==> src/rtl/vc_stream_demux.sv <==
// One-to-N val/rdy stream demultiplexer with a 2-entry FIFO per output port.
// Define VC_STREAM_DEMUX_BYPASS_EN to let a message pass straight through to an empty port.
module vc_stream_demux #(
    parameter int p_nbits   = 32,
    parameter int p_nports  = 4,
    parameter int p_selbits = $clog2(p_nports)
) (
    input  logic                        clk,
    input  logic                        reset,
    input  logic                        in_val,
    output logic                        in_rdy,
    input  logic [p_nbits-1:0]          in_msg,
    input  logic [p_selbits-1:0]        in_sel,
    output logic [p_nports-1:0]         out_val,
    input  logic [p_nports-1:0]         out_rdy,
    output logic [p_nports*p_nbits-1:0] out_msg,
    output logic [7:0]                  drop_count
);

    localparam logic [p_selbits:0] sel_lim = (p_selbits+1)'(p_nports);

    logic [p_nbits-1:0]  mem [p_nports][2];
    logic [1:0]          cnt [p_nports];
    logic [p_nports-1:0] head;
    logic [p_nports-1:0] tail;
    logic                sel_legal;
    logic [p_nports-1:0] hit;
    logic [p_nports-1:0] wr;
    logic [p_nports-1:0] rd;

    // Out-of-range selects are always accepted and discarded.
    assign sel_legal = ({1'b0, in_sel} < sel_lim);

    always_comb begin
        in_rdy = 1'b1;
        hit    = '0;
        for (int i = 0; i < p_nports; i++) begin
            if (sel_legal && in_sel == p_selbits'(i)) begin
                hit[i] = in_val;
                in_rdy = (cnt[i] != 2'd2);
            end
        end
    end

    always_comb begin
        out_val = '0;
        out_msg = '0;
        wr      = '0;
        rd      = '0;
        for (int i = 0; i < p_nports; i++) begin
            out_val[i]                    = (cnt[i] != 2'd0);
            out_msg[i*p_nbits +: p_nbits] = mem[i][head[i]];
            rd[i]                         = out_val[i] && out_rdy[i];
            wr[i]                         = hit[i] && in_rdy;
`ifdef VC_STREAM_DEMUX_BYPASS_EN
            // Empty port: present the input directly; only store it if the consumer stalls.
            if (cnt[i] == 2'd0 && hit[i]) begin
                out_val[i]                    = 1'b1;
                out_msg[i*p_nbits +: p_nbits] = in_msg;
                wr[i]                         = !out_rdy[i];
                rd[i]                         = 1'b0;
            end
`endif
        end
    end

    always_ff @(posedge clk or posedge reset) begin
        if (reset) begin
            for (int i = 0; i < p_nports; i++) cnt[i] <= 2'd0;
            head       <= '0;
            tail       <= '0;
            drop_count <= 8'd0;
        end else begin
            for (int i = 0; i < p_nports; i++) begin
                if (wr[i]) tail[i] <= ~tail[i];
                if (rd[i]) head[i] <= ~head[i];
                cnt[i] <= cnt[i] + {1'b0, wr[i]} - {1'b0, rd[i]};
            end
            if (in_val && !sel_legal && drop_count != 8'hff)
                drop_count <= drop_count + 8'd1;
        end
    end

    // Payload storage carries no reset; validity lives entirely in cnt.
    always_ff @(posedge clk) begin
        for (int i = 0; i < p_nports; i++) begin
            if (wr[i]) mem[i][tail[i]] <= in_msg;
        end
    end

endmodule

==> config.mk <==
export PLATFORM = sky130hd
export DESIGN_NAME = vc_stream_demux
export DESIGN_NICKNAME = d
export VERILOG_FILES = /design/src/rtl/vc_stream_demux.sv
export SDC_FILE = /design/constraint.sdc
export NUM_CORES = 1
export LEC_CHECK = 0
export BUFFER_PORTS_ARGS = -buffer_cell sky130_fd_sc_hd__buf_2
export CELL_PAD_IN_SITES_DETAIL_PLACEMENT = 1
export CELL_PAD_IN_SITES_GLOBAL_PLACEMENT = 1
export CORE_MARGIN = 1.5
export CORE_UTILIZATION = 45
export DETAILED_ROUTE_END_ITERATION = 6
export PLACE_DENSITY_LB_ADDON = 0.1
export SLEW_MARGIN = 0
export SYNTH_ARGS = -nofsm -noshare
export SYNTH_HDL_FRONTEND = slang
export SYNTH_SLANG_ARGS = --single-unit
==> constraint.sdc <==
create_clock -name clk -period 3 [get_ports clk]
set_input_delay 0.3 -clock clk [delete_from_list [all_inputs] [get_ports clk]]
set_output_delay 0.3 -clock clk [all_outputs]
set_load 0.02 [all_outputs]
==> reports/qor.yml, run 1 <==
clkPwrFrac_pct: 27.7
path_cells: "buf_4, mux2_2, buf_2"
via_per_inst: 5.14
first_iter_violations: 270
clockBufferDepth: 3
cp_slowest_cell: "dfrtp_2"
slowest_delay_ns: 0.70
drive_gt1_share_pct: 51.5
worstPathBufferInverterCount: 2
synth_warnings: 0
p_leak_nw: 4.43
routabilityCongestion: 0.755
start_util_pct: 46.3
hpwl_um: 14800
grt_pass1_vias: 5395
port_buffers: 173
max-slew-margin-rel_pct: 39.2
ys_seq_elements: 272
critPathTopFamily: "flip-flops"
cp_data_required_time_ns: 2.70
path_class: "flip-flop to primary output"
finalSetupViolCount: 0
drv_slew: 0
grt_first_pass_wirelength_um: 33800
top_level_ports: 182
final_cell_mix: "edfxtp_1, buf_2, mux2_2, clkbuf_16, dfrtp_1"
dr.pass1.iters: 4
hold_viol: 0
die_w_um: 154
fp-row-count: 54
die-height_um: 154
nNetsFinal: 735
rsz0062_at_grt: "no"
final_antenna_net_count: 0
post_cts.repair.setup_buffers: 0
p_switching_w: 0.00348
sw_frac_of_total_pct: 31.6
antenna_found_initial: 1
multi_input_area_um2: 2010
numCtsBuffers: 27
path_clk_slew_ns: 0.07
cts_root_buf: "clkbuf_16"
p_int_w: 0.00756
routed-via-count: 5079
clock.fmax_mhz: 409
fp.coreArea_um2: 22000
worst_pin_slew_ns: 0.912
area_growth_pct: 20.3
min_period_ns: 2.44
hp-class: "input pin to flip-flop"
wire_per_inst_um: 22.8
syn_avg_cell_area_um2: 20.7
utilization_pct: 55.7
tns_ns: 0
arrival_ns: 2.14
grt-ovfl-total: 0
p_seq_share_pct: 45.6
ff_latch_area_um2: 8090
cp-end-kind: "primary output"
skew_ns: 0.0114
syn_inst: 493
status: "finished clean"
synthesis.area_um2: 10200
min_period_over_period_pct: 81.5
yosysSeqAreaShare_pct: 79.3
drc: 0
n_fill_cell: 2006
power_density_nw_per_um2: 901
cts.sinks: 272
cp_max_fo: 17
max-vdd-ir-drop_mv: 0.478
start_kind: "flip-flop"
synth.distinct_cells: 30
final_common_cell: "edfxtp_1"
die-area_um2: 23600
htree_levels: 1
cts_tree: "built"
clk_latency_ns: 0.53
power_frac_comb_pct: 26.6
maxCapViolCount: 0
finalWirelength_um: 22500
grt_use_total_pct: 19.2
grt_start_max_net_pins: 34
-- worst register-to-register path, stage by stage, from the launching register on --
cell	delay, ns
dfrtp_1	0.40
nand2b_1	0.11
nand4_1	0.35
nor2_4	0.63
buf_12	0.26
-- worst paths after layout --
check                      slack, ns           to        from  cells after the start
min                             0.06   mem[2][25]  in_msg[25]                      1
min reg2reg                     0.51       cnt[1]      cnt[1]                      1
max in group asynchronous       2.15      head[0]       reset                      3
max                             0.56  out_msg[11]     head[0]                      3
min in group asynchronous       0.40       cnt[1]       reset                      3
max reg2reg                     0.95   mem[3][62]      cnt[1]                      4
-- power groups by stage --
stage | sequential [W] | clock (W) | combinational (W)
2_1_floorplan | 0.00470 | 0 | 0.00229
3_3_place_gp | 0.00510 | 0 | 0.00293
3_5_place_dp | 0.00513 | 0 | 0.00299
4_1_cts | 0.00506 | 0.00313 | 0.00301
5_1_grt | 0.00511 | 0.00324 | 0.00312
6_report | 0.00504 | 0.00306 | 0.00294
-- flip-flops by register name (all words and copies together), names as in the netlist --
signal / cells
mem: 256
tail: 4
head: 4
cnt: 8
-- through the flow --
| stage | hold slack [ns] | cell area (um^2) | instances | power (W) | setup slack [ns] |
|---|---|---|---|---|---|
| after floorplan | 0.214 | 10200 | 500 | 0.00699 | 0.383 |
| after global placement | 0.414 | 11500 | 938 | 0.00804 | 0.902 |
| after detailed placement | 0.417 | 11500 | 938 | 0.00812 | 0.853 |
| after CTS | 0.0415 | 12300 | 987 | 0.0112 | 0.496 |
| after global routing | 0.0558 | 12300 | 987 | 0.0115 | 0.444 |
| final | 0.0575 | 12300 | 988 | 0.0110 | 0.555 |
-- repair_timing --
item,4_1_cts,5_1_grt
hold endpoints to repair,16,0
hold buffers,1,0
gates resized for setup,0,0
-- synthesized netlist by cell type (all sizes together) --
cell	count	area [um^2]
a211oi	2	25.0
a21oi	2	10.0
and2	4	25.0
and2b	1	8.76
and3	3	20.0
and3b	2	17.5
and4b	2	20.0
buf	24	140
conb	1	3.75
dfrtp	16	400
edfxtp	256	7690
ha	6	75.1
inv	6	22.5
mux2	128	1440
mux4	1	22.5
nand2	3	11.3
nand2b	4	25.0
nand3b	2	15.0
nand4	1	6.26
nor2	3	11.3
nor2b	3	21.3
nor3b	1	7.51
o211a	2	20.0
o21ai	2	10.0
or2	4	25.0
xnor2	10	87.6
xor2	4	35.0
-- cell families after synthesis --
logic type | count (synthesis) | synth area share [%]
other | 1 | 0.0368
multiplexers | 129 | 14.4
AND/OR/NAND/NOR | 33 | 2.10
adder cells (fa/ha/maj) | 6 | 0.736
XOR/XNOR | 14 | 1.20
flip-flops | 272 | 79.3
buffers and inverters | 30 | 1.60
AO/OA/AOI/OAI | 8 | 0.638
-- per-layer routing --
layer / vias to the layer above / part of all wire (%) / global-route usage, % / wire length, um
met2: 170 / 50 / 32.7 / 11300
li1: 2288 / - / - / -
met1: 2591 / 41 / 25.2 / 9320
met5: - / 0 / 0 / 0
met4: 0 / 1.9 / 5.09 / 422
met3: 30 / 6.5 / 3.92 / 1450
-- area by class of cell --
| cell class | count | area share (%) |
|---|---|---|
| inverter | 6 | 0.184 |
| antenna | 1 | 0.0204 |
| multi-input combinational | 198 | 16.4 |
| timing repair buffer | 183 | 8.10 |
| sequential | 272 | 66.0 |
| clock inverter | 13 | 0.653 |
| tap | 280 | 2.86 |
| clock buffer | 35 | 5.76 |
(Power assumes the default switching activity.)
==> inputs of run 2 (changes only) <==
- clock period: 3 -> 2.3 ns (I/O delays scaled with it)
==> run 2 against run 1 <==
  * Critical path depth did not move
  * Global-route usage rose by 0.24 points
  * Hold slack worse by 0.058 ns
  * Die area stayed put
  * Register-to-register slack got worse by 0.48 ns
  * Clock-buffer cell count grew 5
  * The run now ends with hold timing left
  * Routed wire length is 0.42% lower
  * Power is 36% higher
  * Worst setup slack got worse by 0.39 ns
  * Clock skew grew 0.0019 ns
  * Largest cell class unchanged
  * Combinational power is 47% higher
==> reports/qor.yml, run 2 (synthesis gave the netlist of run 1 again) <==
status: "complete, but fails checks"  # was finished clean
violations: "hold timing"
grt_start_max_net_pins: 25  # was 34
max-slew-margin-rel_pct: 56.3  # was 39.2%
skew_ns: 0.0133  # was 0.0114 ns
finalSetupViolCount: 0  # unchanged
dr_wl_met2_um: 11300  # about the same
place_area_um2: 11500  # about the same
hp-class: "input pin to flip-flop"  # unchanged
post_cts.repair.setup_buffers: 0  # unchanged
worst_pin_slew_ns: 0.655  # was 0.912 ns
start_util_pct: 46.3  # unchanged
tns_ns: 0  # unchanged
via_per_inst: 5.12  # was 5.14
clock.fmax_mhz: 468
htree_levels: 1  # unchanged
drc: 0  # unchanged
r2r_cells: 7  # was 4
p_leak_nw: 4.65  # was 4.43 nW
setup_slack_ns: 0.161  # was 0.555 ns
cts_tree: "built"  # unchanged
final_common_cell: "edfxtp_1"  # unchanged
ff2ff_setup_slack_ns: 0.47  # was 0.95 ns
drv_slew: 0  # unchanged
fp-row-count: 54  # unchanged
cp_max_fo: 22  # was 17
wire_per_inst_um: 21.9  # was 22.8 um
hold_viol: 7  # was 0
grt-ovfl-total: 0  # unchanged
fp.coreArea_um2: 22000  # unchanged
die-height_um: 154  # unchanged
port_buffers: 173  # unchanged
drive_gt1_share_pct: 51.3  # was 51.5%
hpwl_um: 14900  # was 14,800 um
fin_hold_ws_ns: -0.000663  # was 0.0575 ns
arrival_ns: 1.91  # was 2.14 ns
final_cell_mix: "edfxtp_1, buf_2, mux2_2, clkbuf_16, dlygate4sd3_1"  # was edfxtp_1, buf_2, mux2_2, clkbuf_16, dfrtp_1
min_period_over_period_pct: 93.0
start_kind: "flip-flop"  # unchanged
diodes: 0  # was 1
cp_num_cells: 3  # unchanged
wl_met1_um: 9470  # was 9320 um
clockBufferDepth: 3  # unchanged
top_level_ports: 182  # unchanged
critPathTopFamily: "flip-flops"  # unchanged
rsz0062_at_grt: "no"  # unchanged
die_w_um: 154  # unchanged
wl_met3_um: 1230  # was 1450 um
path_clk_slew_ns: 0.06  # was 0.07 ns
largest_reg_flops: 256  # unchanged
clk_latency_ns: 0.53  # about the same
placedCellCount: 949  # was 938
cp_data_required_time_ns: 2.07  # was 2.70 ns
grt_use_total_pct: 19.4  # was 19.2%
cts.sinks: 272  # unchanged
cts_root_buf: "clkbuf_16"  # unchanged
multi_input_area_um2: 2010  # unchanged
path_class: "flip-flop to primary output"  # unchanged
top_layer: "met4"  # unchanged
slowest_delay_ns: 0.58  # was 0.70 ns
worstPathBufferInverterCount: 2  # unchanged
antenna_found_initial: 0  # was 1
holdPathStages: 1  # unchanged
final_antenna_net_count: 0  # unchanged
n_fill_cell: 1996  # was 2,006
first_iter_violations: 213  # was 270
power_density_nw_per_um2: 1180  # was 901 nW/um^2
design_area_um2: 12700  # was 12,300 um^2
cts_resized: 0  # unchanged
routabilityCongestion: 0.715  # was 0.755
ff_latch_area_um2: 8090  # unchanged
cp_slowest_cell: "dfrtp_2"  # unchanged
area_growth_pct: 24.6  # was 20.3%
max-vdd-ir-drop_mv: 0.670  # was 0.478 mV
routed-via-count: 5245  # was 5,079
min_period_ns: 2.14
fin_cells: 1024  # was 988
path_cells: "buf_12, mux2_2, buf_2"  # was buf_4, mux2_2, buf_2
grt_first_pass_wirelength_um: 34900  # was 33,800 um
cts_hold_buf: 24  # was 1
die-area_um2: 23600  # unchanged
numCtsBuffers: 28  # was 27
cp-end-kind: "primary output"  # unchanged
nNetsFinal: 770  # was 735
finalWirelength_um: 22400  # was 22,500 um
dpl_worst_slack_ns: 0.480  # was 0.853 ns
dr.pass1.iters: 4  # unchanged
maxCapViolCount: 0  # unchanged
grt_pass1_vias: 5738  # was 5,395
run 2: changes by cell type in the layout (fill, tap and decap cells not counted), sizes merged:
cell,before,now
dlygate4sd3,1,24
buf,182,193
clkbuf,35,40
clkinv,12,7
bufinv,1,2
clkinvlp,0,1
diode,1,0
inv,6,7
run 2: area by class of cell:
class	instances	share of cell area (%)
inverters	6	0.177
well taps	280	2.76
clock buffers	40	6.36
repair buffers	217	10.3
multi-input cells	198	15.8
flip-flops and latches	272	63.7
clock inverters	11	0.847
run 2: routing by layer:
metal | global-route usage [%] | vias up
li1 | - | 2359
met1 | 25.9 | 2701
met2 | 33.2 | 154
met3 | 3.83 | 31
met4 | 4.30 | 0
met5 | 0 | -
run 2: final timing paths:
check	from	to
worst max-delay path	head[1]	out_msg[51]
max in group asynchronous	reset	head[1]
worst min-delay path	in_msg[24]	mem[1][56]
worst max register to register	cnt[1]	cnt[1]
worst min register to register	cnt[1]	cnt[1]
min in group asynchronous	reset	cnt[7]
run 2: worst register-to-register path: cells and delay by family, from the launching register on:
| kind | cells | cell delay [ns] |
|---|---|---|
| xor+xnor | 2 | 0.31 |
| fa+ha+maj | 2 | 0.59 |
| buf+inv | 1 | 0.04 |
| flops | 1 | 0.40 |
| simple gates | 2 | 0.42 |
run 2: stage by stage:
step	hold slack, ns	total power [W]	util, %
global placement	0.360	0.0106	52.4
CTS	0.000769	0.0152	57.7
detailed placement	0.367	0.0107	52.4
finish	-0.000663	0.0150	57.7
global route	0.00396	0.0156	57.7
floorplan	0.144	0.00912	-
run 2: power breakdown:
part / leakage (nW) / switching, W / total [W] / internal (W)
clock network: 0.445 / 0.00178 / 0.00444 / 0.00265
registers: 2.50 / 0.000320 / 0.00623 / 0.00591
logic: 1.70 / 0.00249 / 0.00431 / 0.00181
total: 4.65 / 0.00460 / 0.0150 / 0.0104
==> inputs of run 3 (changes only) <==
==> constraint.sdc (replaced) <==
create_clock -name clk -period 2.3 [get_ports clk]
set_input_delay 0.345 -clock clk [delete_from_list [all_inputs] [get_ports clk]]
set_output_delay 0.345 -clock clk [all_outputs]
set_load 0.02 [all_outputs]
==> run 3 against run 2 <==
  * The run now ends clean
  * Utilization decreased by 1.2 points
  * Clock-buffer cell count decreased by 10
  * First-iteration DRC count increased by 36%
  * Highest routed layer unchanged
==> reports/qor.yml, run 3 (synthesis gave the netlist of run 1 again) <==
finalSetupViolCount: 0  # unchanged
worst_pin_slew_ns: 0.648  # was 0.655 ns
rr_startpoint: "cnt[6]"  # was cnt[1]
top_layer: "met4"  # unchanged
first_iter_violations: 290  # was 213
arrival_ns: 1.84  # was 1.91 ns
cts_tree: "built"  # unchanged
power_density_nw_per_um2: 1200  # was 1180 nW/um^2
wire_per_inst_um: 22.4  # was 21.9 um
dr.pass1.iters: 4  # unchanged
start_util_pct: 46.3  # unchanged
cp_slowest_cell: "dfrtp_2"  # unchanged
routabilityCongestion: 0.735  # was 0.715
min_from: "in_msg[29]"  # was in_msg[24]
grt_pass1_vias: 5558  # was 5,738
clockBufferDepth: 3  # unchanged
cp_data_required_time_ns: 1.96  # was 2.07 ns
grt_use_total_pct: 19.2  # was 19.4%
diodes: 0  # unchanged
largest_reg_flops: 256  # unchanged
worstPathBufferInverterCount: 2  # unchanged
fin_hold_ws_ns: 0.102  # was -0.000663 ns
area_growth_pct: 22.0  # was 24.6%
final_common_cell: "edfxtp_1"  # unchanged
cts_root_buf: "clkbuf_16"  # unchanged
htree_levels: 1  # unchanged
nNetsFinal: 747  # was 770
status: "finished clean"  # was complete, but fails checks
clock.fmax_mhz: 457  # was 468 MHz
hp-class: "input pin to flip-flop"  # unchanged
cp-end-kind: "primary output"  # unchanged
die-area_um2: 23600  # unchanged
skew_ns: 0.00780  # was 0.0133 ns
fp-row-count: 54  # unchanged
via_per_inst: 5.19  # was 5.12
holdPathStages: 1  # unchanged
critPathTopFamily: "flip-flops"  # unchanged
path_cells: "buf_12, mux2_2, buf_2"  # unchanged
grt-ovfl-total: 0  # unchanged
drive_gt1_share_pct: 52.9  # was 51.3%
setup_slack_ns: 0.111  # was 0.161 ns
drv_slew: 0  # unchanged
port_buffers: 173  # unchanged
die-height_um: 154  # unchanged
grt_first_pass_wirelength_um: 34100  # was 34,900 um
hpwl_um: 15000  # was 14,900 um
p_leak_nw: 4.53  # was 4.65 nW
min_period_over_period_pct: 95.2  # was 93.0%
numCtsBuffers: 27  # was 28
max-slew-margin-rel_pct: 56.7  # was 56.3%
start_kind: "flip-flop"  # unchanged
top_level_ports: 182  # unchanged
slowest_delay_ns: 0.52  # was 0.58 ns
r2r_cells: 7  # unchanged
clk_latency_ns: 0.52  # was 0.53 ns
ff2ff_setup_slack_ns: 0.47  # about the same
min_period_ns: 2.19  # was 2.14 ns
path_clk_slew_ns: 0.06  # about the same
wl_met3_um: 1250  # was 1230 um
cts.sinks: 272  # unchanged
hold_viol: 0  # was 7
finalWirelength_um: 22400  # about the same
die_w_um: 154  # unchanged
rsz0062_at_grt: "no"  # unchanged
n_fill_cell: 2004  # was 1,996
wl_met1_um: 9420  # was 9470 um
min_to: "mem[0][29]"  # was mem[1][56]
utilization_pct: 56.4  # was 57.7%
drc: 0  # unchanged
max-vdd-ir-drop_mv: 1.31  # was 0.670 mV
fp.coreArea_um2: 22000  # unchanged
power_w: 0.0149  # was 0.0150 W
dpl_worst_slack_ns: 0.359  # was 0.480 ns
routed-via-count: 5185  # was 5,245
final_cell_mix: "edfxtp_1, buf_2, mux2_2, clkbuf_16, buf_4"  # was edfxtp_1, buf_2, mux2_2, clkbuf_16, dlygate4sd3_1
maxCapViolCount: 0  # unchanged
cp_max_fo: 24  # was 22
antenna_found_initial: 0  # unchanged
r2r-end: "cnt[7]"  # was cnt[1]
cts_resized: 0  # unchanged
final_antenna_net_count: 0  # unchanged
dr_wl_met2_um: 11400  # was 11,300 um
grt_start_max_net_pins: 34  # was 25
path_class: "flip-flop to primary output"  # unchanged
==> run 3: power by group <==
part	total (W)	leakage [nW]	internal, W	switching, W
clock network	0.00431	0.423	0.00258	0.00173
logic	0.00440	1.61	0.00181	0.00259
registers	0.00616	2.50	0.00591	0.000252
==> run 3: per-stage QoR <==
stage	cell area, um^2	TNS, ns	std cells
finish	12400	0	999
global placement	11600	0	950
global route	12400	0	999
CTS	12400	0	999
detailed placement	11600	0	950
floorplan	10200	-10.19	500
==> run 3: worst max path at each step <==
stage / slack [ns] / startpoint / to / cells past startpoint
after floorplan: -0.16 / cnt[1] / mem[3][0] / 3
after global placement: 0.48 / in_sel[0] / cnt[7] / 8
after detailed placement: 0.36 / in_sel[0] / cnt[7] / 8
after CTS: 0.08 / head[2] / out_msg[84] / 3
after global routing: 0.04 / head[2] / out_msg[76] / 3
final: 0.11 / head[2] / out_msg[76] / 3
==> run 3: cell type report <==
class	instances	area (um^2)	share of cell area (%)
well taps	280	350	2.82
flip-flops and latches	272	8090	65.1
repair buffers	195	1080	8.71
clock inverters	18	185	1.49
multi-input cells	198	2010	16.2
inverters	6	22.5	0.181
clock buffers	30	687	5.52
==> run 3: repair_timing <==
item,in CTS,in global routing
endpoints found under the hold margin,16,0
setup buffers,0,0
hold buffers,1,0
==> run 3: routing by layer <==
| layer | global-route usage, % | up-vias |
|---|---|---|
| li1 | - | 2310 |
| met1 | 25.2 | 2695 |
| met2 | 33.2 | 149 |
| met3 | 3.97 | 31 |
| met4 | 4.11 | 0 |
| met5 | 0 | - |
